==> src/rtl/hu_stall_ctrl.sv <==
// Hazard-unit stall/flush controller: load-use bubbles, branch redirect flushes,
// memory freeze, plus saturating statistics counters.
//
// state    | meaning
// ---------+---------------------------------------------------------------
// RUN      | normal issue; evaluate freeze, redirect, then load-use hazard
// LU_WAIT  | extra load-use bubble cycles pending, counted down in lu_cnt
// MEM_WAIT | pipeline frozen on an outstanding data-memory access
module hu_stall_ctrl #(
   parameter int LOAD_USE_CYCLES = 1,
   parameter int CNT_W           = 32
) (
   input  logic             clk,
   input  logic             rst,
   input  logic             MemRead_E,
   input  logic [4:0]       Rd_E,
   input  logic [4:0]       Rs1_D,
   input  logic [4:0]       Rs2_D,
   input  logic             reg_ren_D,
   input  logic             rs2_used_D,
   input  logic             redirect_E,
   input  logic             mem_req_M,
   input  logic             mem_ready_M,
   output logic             stall_F,
   output logic             stall_D,
   output logic             stall_E,
   output logic             stall_M,
   output logic             flush_D,
   output logic             flush_E,
   output logic             bubble_W,
   output logic [CNT_W-1:0] stall_cnt,
   output logic [CNT_W-1:0] flush_cnt
);

   typedef enum logic [1:0] {RUN, LU_WAIT, MEM_WAIT} state_t;

   localparam logic [2:0] LU_INIT = 3'(LOAD_USE_CYCLES - 1);

   state_t     state, state_nxt;
   logic [2:0] lu_cnt, lu_cnt_nxt;
   logic       lu_hit, mem_busy;

   assign lu_hit   = MemRead_E && (Rd_E != 5'd0) &&
                     ((reg_ren_D && (Rs1_D == Rd_E)) || (rs2_used_D && (Rs2_D == Rd_E)));
   assign mem_busy = mem_req_M && !mem_ready_M;

   always_ff @(posedge clk) begin
      if (rst) begin
         state  <= RUN;
         lu_cnt <= 3'd0;
      end else begin
         state  <= state_nxt;
         lu_cnt <= lu_cnt_nxt;
      end
   end

   // MEM_WAIT releases with zero latency, so it shares RUN's decision tree.
   always_comb begin
      state_nxt  = state;
      lu_cnt_nxt = lu_cnt;
      case (state)
         LU_WAIT: begin
            if (!mem_busy) begin
               lu_cnt_nxt = lu_cnt - 3'd1;
               if (lu_cnt == 3'd1) state_nxt = RUN;
            end
         end
         default: begin
            if (mem_busy) begin
               state_nxt = MEM_WAIT;
            end else if (redirect_E) begin
               state_nxt = RUN;
            end else if (lu_hit && (LOAD_USE_CYCLES > 1)) begin
               state_nxt  = LU_WAIT;
               lu_cnt_nxt = LU_INIT;
            end else begin
               state_nxt = RUN;
            end
         end
      endcase
   end

   always_comb begin
      stall_F  = 1'b0;
      stall_D  = 1'b0;
      stall_E  = 1'b0;
      stall_M  = 1'b0;
      flush_D  = 1'b0;
      flush_E  = 1'b0;
      bubble_W = 1'b0;
      if (!rst) begin
         if (mem_busy) begin
            stall_F  = 1'b1;
            stall_D  = 1'b1;
            stall_E  = 1'b1;
            stall_M  = 1'b1;
            bubble_W = 1'b1;
         end else if (state == LU_WAIT) begin
            // E already holds a bubble here, so a redirect cannot be live.
            stall_F = 1'b1;
            stall_D = 1'b1;
            flush_E = 1'b1;
         end else if (redirect_E) begin
            flush_D = 1'b1;
            flush_E = 1'b1;
         end else if (lu_hit) begin
            stall_F = 1'b1;
            stall_D = 1'b1;
            flush_E = 1'b1;
         end
      end
   end

   always_ff @(posedge clk) begin
      if (rst) begin
         stall_cnt <= '0;
         flush_cnt <= '0;
      end else begin
         if (stall_F && (stall_cnt != '1)) stall_cnt <= stall_cnt + CNT_W'(1);
         if (flush_D && (flush_cnt != '1)) flush_cnt <= flush_cnt + CNT_W'(1);
      end
   end

endmodule

==> config.mk <==
export PLATFORM = sky130hd
export DESIGN_NAME = hu_stall_ctrl
export DESIGN_NICKNAME = d
export VERILOG_FILES = /design/src/rtl/hu_stall_ctrl.sv
export SDC_FILE = /design/constraint.sdc
export NUM_CORES = 1
export LEC_CHECK = 0
export BUFFER_PORTS_ARGS = -buffer_cell sky130_fd_sc_hd__buf_2
export CAP_MARGIN = 20
export CELL_PAD_IN_SITES_DETAIL_PLACEMENT = 1
export CELL_PAD_IN_SITES_GLOBAL_PLACEMENT = 1
export CORE_ASPECT_RATIO = 0.6
export CORE_UTILIZATION = 38
export DETAILED_ROUTE_END_ITERATION = 8
export GPL_ROUTABILITY_DRIVEN = 0
export PLACE_DENSITY = 0.81
export SLEW_MARGIN = 20
export SYNTH_ARGS = -nofsm -noshare
export SYNTH_HDL_FRONTEND = slang
export SYNTH_SLANG_ARGS = --single-unit
==> constraint.sdc <==
create_clock -name clk -period 2.31 [get_ports clk]
set_input_delay 0.231 -clock clk [delete_from_list [all_inputs] [get_ports clk]]
set_output_delay 0.231 -clock clk [all_outputs]
set_load 0.03 [all_outputs]
# Word-level counts from Yosys, hierarchy flattened
# Index checks and enable logic that the tools add are counted.
[op_classes]
n_shift = 0
div = 0
mul = 0
eq_ne = 8
muxes = 19
addsub = 3
n_bitwise = 1
n_reduce_logical = 12
n_lt_le_gt_ge = 0
[ops]
columns = ["cell", "count"]
rows = [
  ["adder 32 x 1 -> 32 bit, second input constant", 2],
  ["!= test 32 bit, second input constant", 2],
  ["2-to-1 mux 1 bit", 15],
  ["== test 5 bit", 2],
  ["2-to-1 mux 2 bit", 4],
  ["logical AND 1 bit", 7],
  ["nonzero test 5 bit", 1],
  ["!= test 2 bit, second input constant", 2],
  ["AND reduction 2 bit", 2],
  ["== test 3 x 1 -> 1 bit, second input constant", 1],
  ["subtractor 3 x 1 -> 3 bit, second input constant", 1],
  ["== test 2 x 1 -> 1 bit, second input constant", 1],
  ["zero test 1 bit", 1],
  ["logical OR 1 bit", 1],
  ["inverter 1 bit", 1],
]
[word_totals]
register_bits = 69
out_inout_bits = 71
romBits = 0
memories = 0
ramBits = 0
inputBits = 23
latch_bits = 0
wordCells = 47

# Depth between registers and ports, before layout
[depth]
depth_word = 10
ltp_mapped = 9
depth_no_buf = 7

# Worst setup path before layout
# Ideal clock, no wire load.
[synth_path]
path_kind = "register -> register"
from = "reg stall_cnt[0]"
to = "reg stall_cnt[1]"
stages_incl_launch_ff = 10
required_time_ns = 2.182
t_arrival_ns = 2.242
synth_period_minus_slack_ns = 2.370
setup_ns = 0.128
setup_slack_ns = -0.060
n_path_buf = 2
path_cell_list = "dfxtp_1 -> ha_1 -> nand4_1 -> nor4_1 -> a32oi_1 -> nand2_1 -> buf_2 -> buf_4 -> mux2i_1 -> nor2_1"
[synth_via]
elab_chain_cells = 2
elab_cells_between_ends = 3
classes_between = "1 x add/sub; 1 x eq/ne; 1 x reduce/logical"
[synth_rtl]
columns = ["element", "line", "text"]
rows = [
  ["start, declared", "31", "output logic [CNT_W-1:0] stall_cnt,"],
  ["start signal, assigned", "119", "if (stall_F && (stall_cnt != '1)) stall_cnt <= stall_cnt + CNT_W'(1);"],
  ["branches (longest 2 deep; another with adder 32 x 1 -> 32 bit)", "--", ""],
]
# Parallel ways; which one is timed is not known.
# A chain may end at the register's enable or synchronous reset.

# Final worst setup path
[layout_path]
from = "reg stall_cnt[4]"
to = "reg stall_cnt[29]"
# The elaborated chain is that of the path after synthesis.

==> impl_metrics.env <==
export IMPL_clk_pin_slew_ns=0.05
export IMPL_first_pass_iters=4
export IMPL_htree_levels=3
export IMPL_relSlewSlack_pct=72.6
export IMPL_cts_resized=0
export IMPL_yosysMostFrequentCell="dfxtp_1"
export IMPL_critPathLaunchType="register"
export IMPL_timing_final_max_slew_violations=0
export IMPL_routed_wl_mm=11.1
export IMPL_drive_gt1_share_pct=27.7
export IMPL_path_delay_family="simple AND/OR/NAND/NOR gates"
export IMPL_ys_top_cells_by_area="dfxtp_1 37%, xnor2_1 7.9%, nor2_1 5.1%, nand2_1 4.1%, nand4_1 4.0%"
export IMPL_ioPinCount=94
export IMPL_crit_path_frequent_cell="nand4_4"
export IMPL_nets=552
export IMPL_stdcell_area_mm2=0.00445
export IMPL_hp_start="rst"
export IMPL_n_antenna_cell=0
export IMPL_syn_inst=413
export IMPL_post_dp_cell_area_mm2=0.00417
export IMPL_clock_tree_root_cell="clkbuf_16"
export IMPL_die_y_um=75.5
export IMPL_p_per_area_mw_per_mm2=557
export IMPL_pre_cts_slack_ns=0.126
export IMPL_worstPathMaxFanout=9
export IMPL_worst_ep_arrival_time_ns=2.46
export IMPL_clock_fmax_ghz=0.455
export IMPL_rsz0062_at_grt="false"
export IMPL_total_power_mw=2.48
export IMPL_crit_type="register to register"
export IMPL_ant_nets=0
export IMPL_synth_common_cells="64 x dfxtp_1, 46 x nor2_1, 37 x nand2_1"
export IMPL_clock_latency_ns=0.34
export IMPL_synth_ff_type="dfxtp_1"
export IMPL_finClkSkew_ns=0.00595
export IMPL_yosys_area_top_type="dfxtp_1"
export IMPL_synth_warnings=0
export IMPL_core_area_mm2=0.00862
export IMPL_clock_path_buffers=2
export IMPL_drcViolationCount=0
export IMPL_yosysSeqAreaShare_pct=37.5
export IMPL_wl_per_cell_um=17.4
export IMPL_fin_crit_sh_pct=95.1
export IMPL_postCtsSetupBuffers=0
export IMPL_rows=26
export IMPL_cap_violations=0
export IMPL_die_area_mm2=0.00939
export IMPL_fill_cells=1078
export IMPL_path_buf_inv=0
export IMPL_synthArstFlopShare_pct=0
export IMPL_min_path_type="input pin to register"
export IMPL_cts_inserted_buffers=9
export IMPL_cts_sinks=64
export IMPL_syn_cell_area_mm2=0.00342
export IMPL_hpwl_mm=8.18
export IMPL_utilization_pct=51.6
export IMPL_fp_dieW_um=124
export IMPL_start_util_pct=39.6
export IMPL_grt_pass1_vias=3282
export IMPL_synthesis_nets=438
export IMPL_portBuffers=93
export IMPL_grt_overflow=0
export IMPL_grt_max_degree=60
export IMPL_yosysUniqueCellTypes=43
export IMPL_crit_path_start="stall_cnt[4]"
export IMPL_grt_usage_pct=23.7
export IMPL_vias=3553
export IMPL_endpoint_kind="register"
export IMPL_cp_cell_sequence="nand4_4 > or3_4 > nor4_4 > nand4_4 > or4_1 > a21oi_1"
export IMPL_status="finished, final reports clean"
export IMPL_ctsHoldBuffers=0
export IMPL_setup_ws_ns=0.114
export IMPL_p_leak_nw=1.83
export IMPL_synth_seq_cells=64
export IMPL_whs_ns=0.351
export IMPL_regToRegStartpoint="stall_cnt[4]"
export IMPL_fin_crit_ns=2.20
export IMPL_syn_to_final_growth_pct=30.2
export IMPL_critical_path_max_stage_delay_ns=0.44
export IMPL_via_per_inst=5.53
export IMPL_drt_iter0_drc=202
export IMPL_tightest_slew_ns=0.410
export IMPL_finalHoldViolations=0
export IMPL_required_ns=2.58
export IMPL_syn_mean_instance_area_um2=8.27
export IMPL_tritoncts="yes"
export IMPL_antenna_found_initial=0
export IMPL_peakVddDrop_mv=0.355
export IMPL_synth_top_area_share_pct=37.5
export IMPL_cp_slowest_cell="or4_1"
export IMPL_finalSetupViolCount=0
export IMPL_synth_edf_count=0
export IMPL_grt_pass1_wl_mm=17.1
==> metal layers <==
metal / vias up / track usage (%) / part of all wire (%)
li1: 1717 / - / -
met1: 1727 / 32.7 / 50
met2: 101 / 36.6 / 44
met3: 8 / 7.37 / 5.5
met4: 0 / 5.09 / 0.77
met5: - / 0 / 0
==> registers in the layout, indices dropped and copies added (netlist names) <==
name and cells:
stall_cnt 32, flush_cnt 32
==> layout by cell type, fill, tap and decap left out, drive strengths merged, types with 6 or more instances in the layout <==
master and instances:
nor4 14, or4 12, o31ai 10, clkbuf 13
nor3 16, o21a 6, a21oi 22, nor2 46
or3 12, xor2 9, dfxtp 64, o21ai 11
buf 121, inv 14, nand4 25, nand3 23
and3 6, xnor2 31, nand2 37
==> area by class of cell <==
class	count	area [um^2]	area share, %
clock inverter	1	5.00	0.112
clock buffer	13	250	5.62
tap	112	140	3.15
multi-input combinational	317	2010	45.3
inverter	14	52.6	1.18
sequential	64	1290	28.9
timing repair buffer	121	701	15.7
==> logic make-up (layout without fill, tap and decap cells) <==
kind of cell,count (synthesis),after routing,synth area share (%)
mux,8,8,2.45
flops,64,64,37.5
xor+xnor,40,40,10.3
simple gates,208,208,33.2
fa+ha+maj,2,2,0.732
compound gates,59,59,11.5
buf+inv,32,149,4.39
==> report_power, final <==
part           internal, mW  switching (mW)
Combinational        0.0545          0.0910
Clock                 0.742           0.480
Sequential             1.11         0.00202
Total                  1.90           0.573
==> path summary, 6_finish.rpt <==
check	end	slack (ns)	depth (start not counted)
max	stall_cnt[29]	0.11	6
min	flush_cnt[2]	0.35	4
max reg2reg	stall_cnt[29]	0.11	6
min reg2reg	flush_cnt[25]	0.50	2
==> tightest hold or removal path, delay by kind of cell <==
kind	cells	cell delay, ns
muxes	1	0.06
buffers and inverters	2	0.27
and+or+nand+nor	1	0.07
==> metrics by stage <==
step                      instances  setup TNS [ns]
after global routing            642               0
final                           642               0
after global placement          628               0
after detailed placement        628               0
after CTS                       642               0
after floorplan                 413        -0.00281
Note: power is estimated with default switching activity, not from simulation.
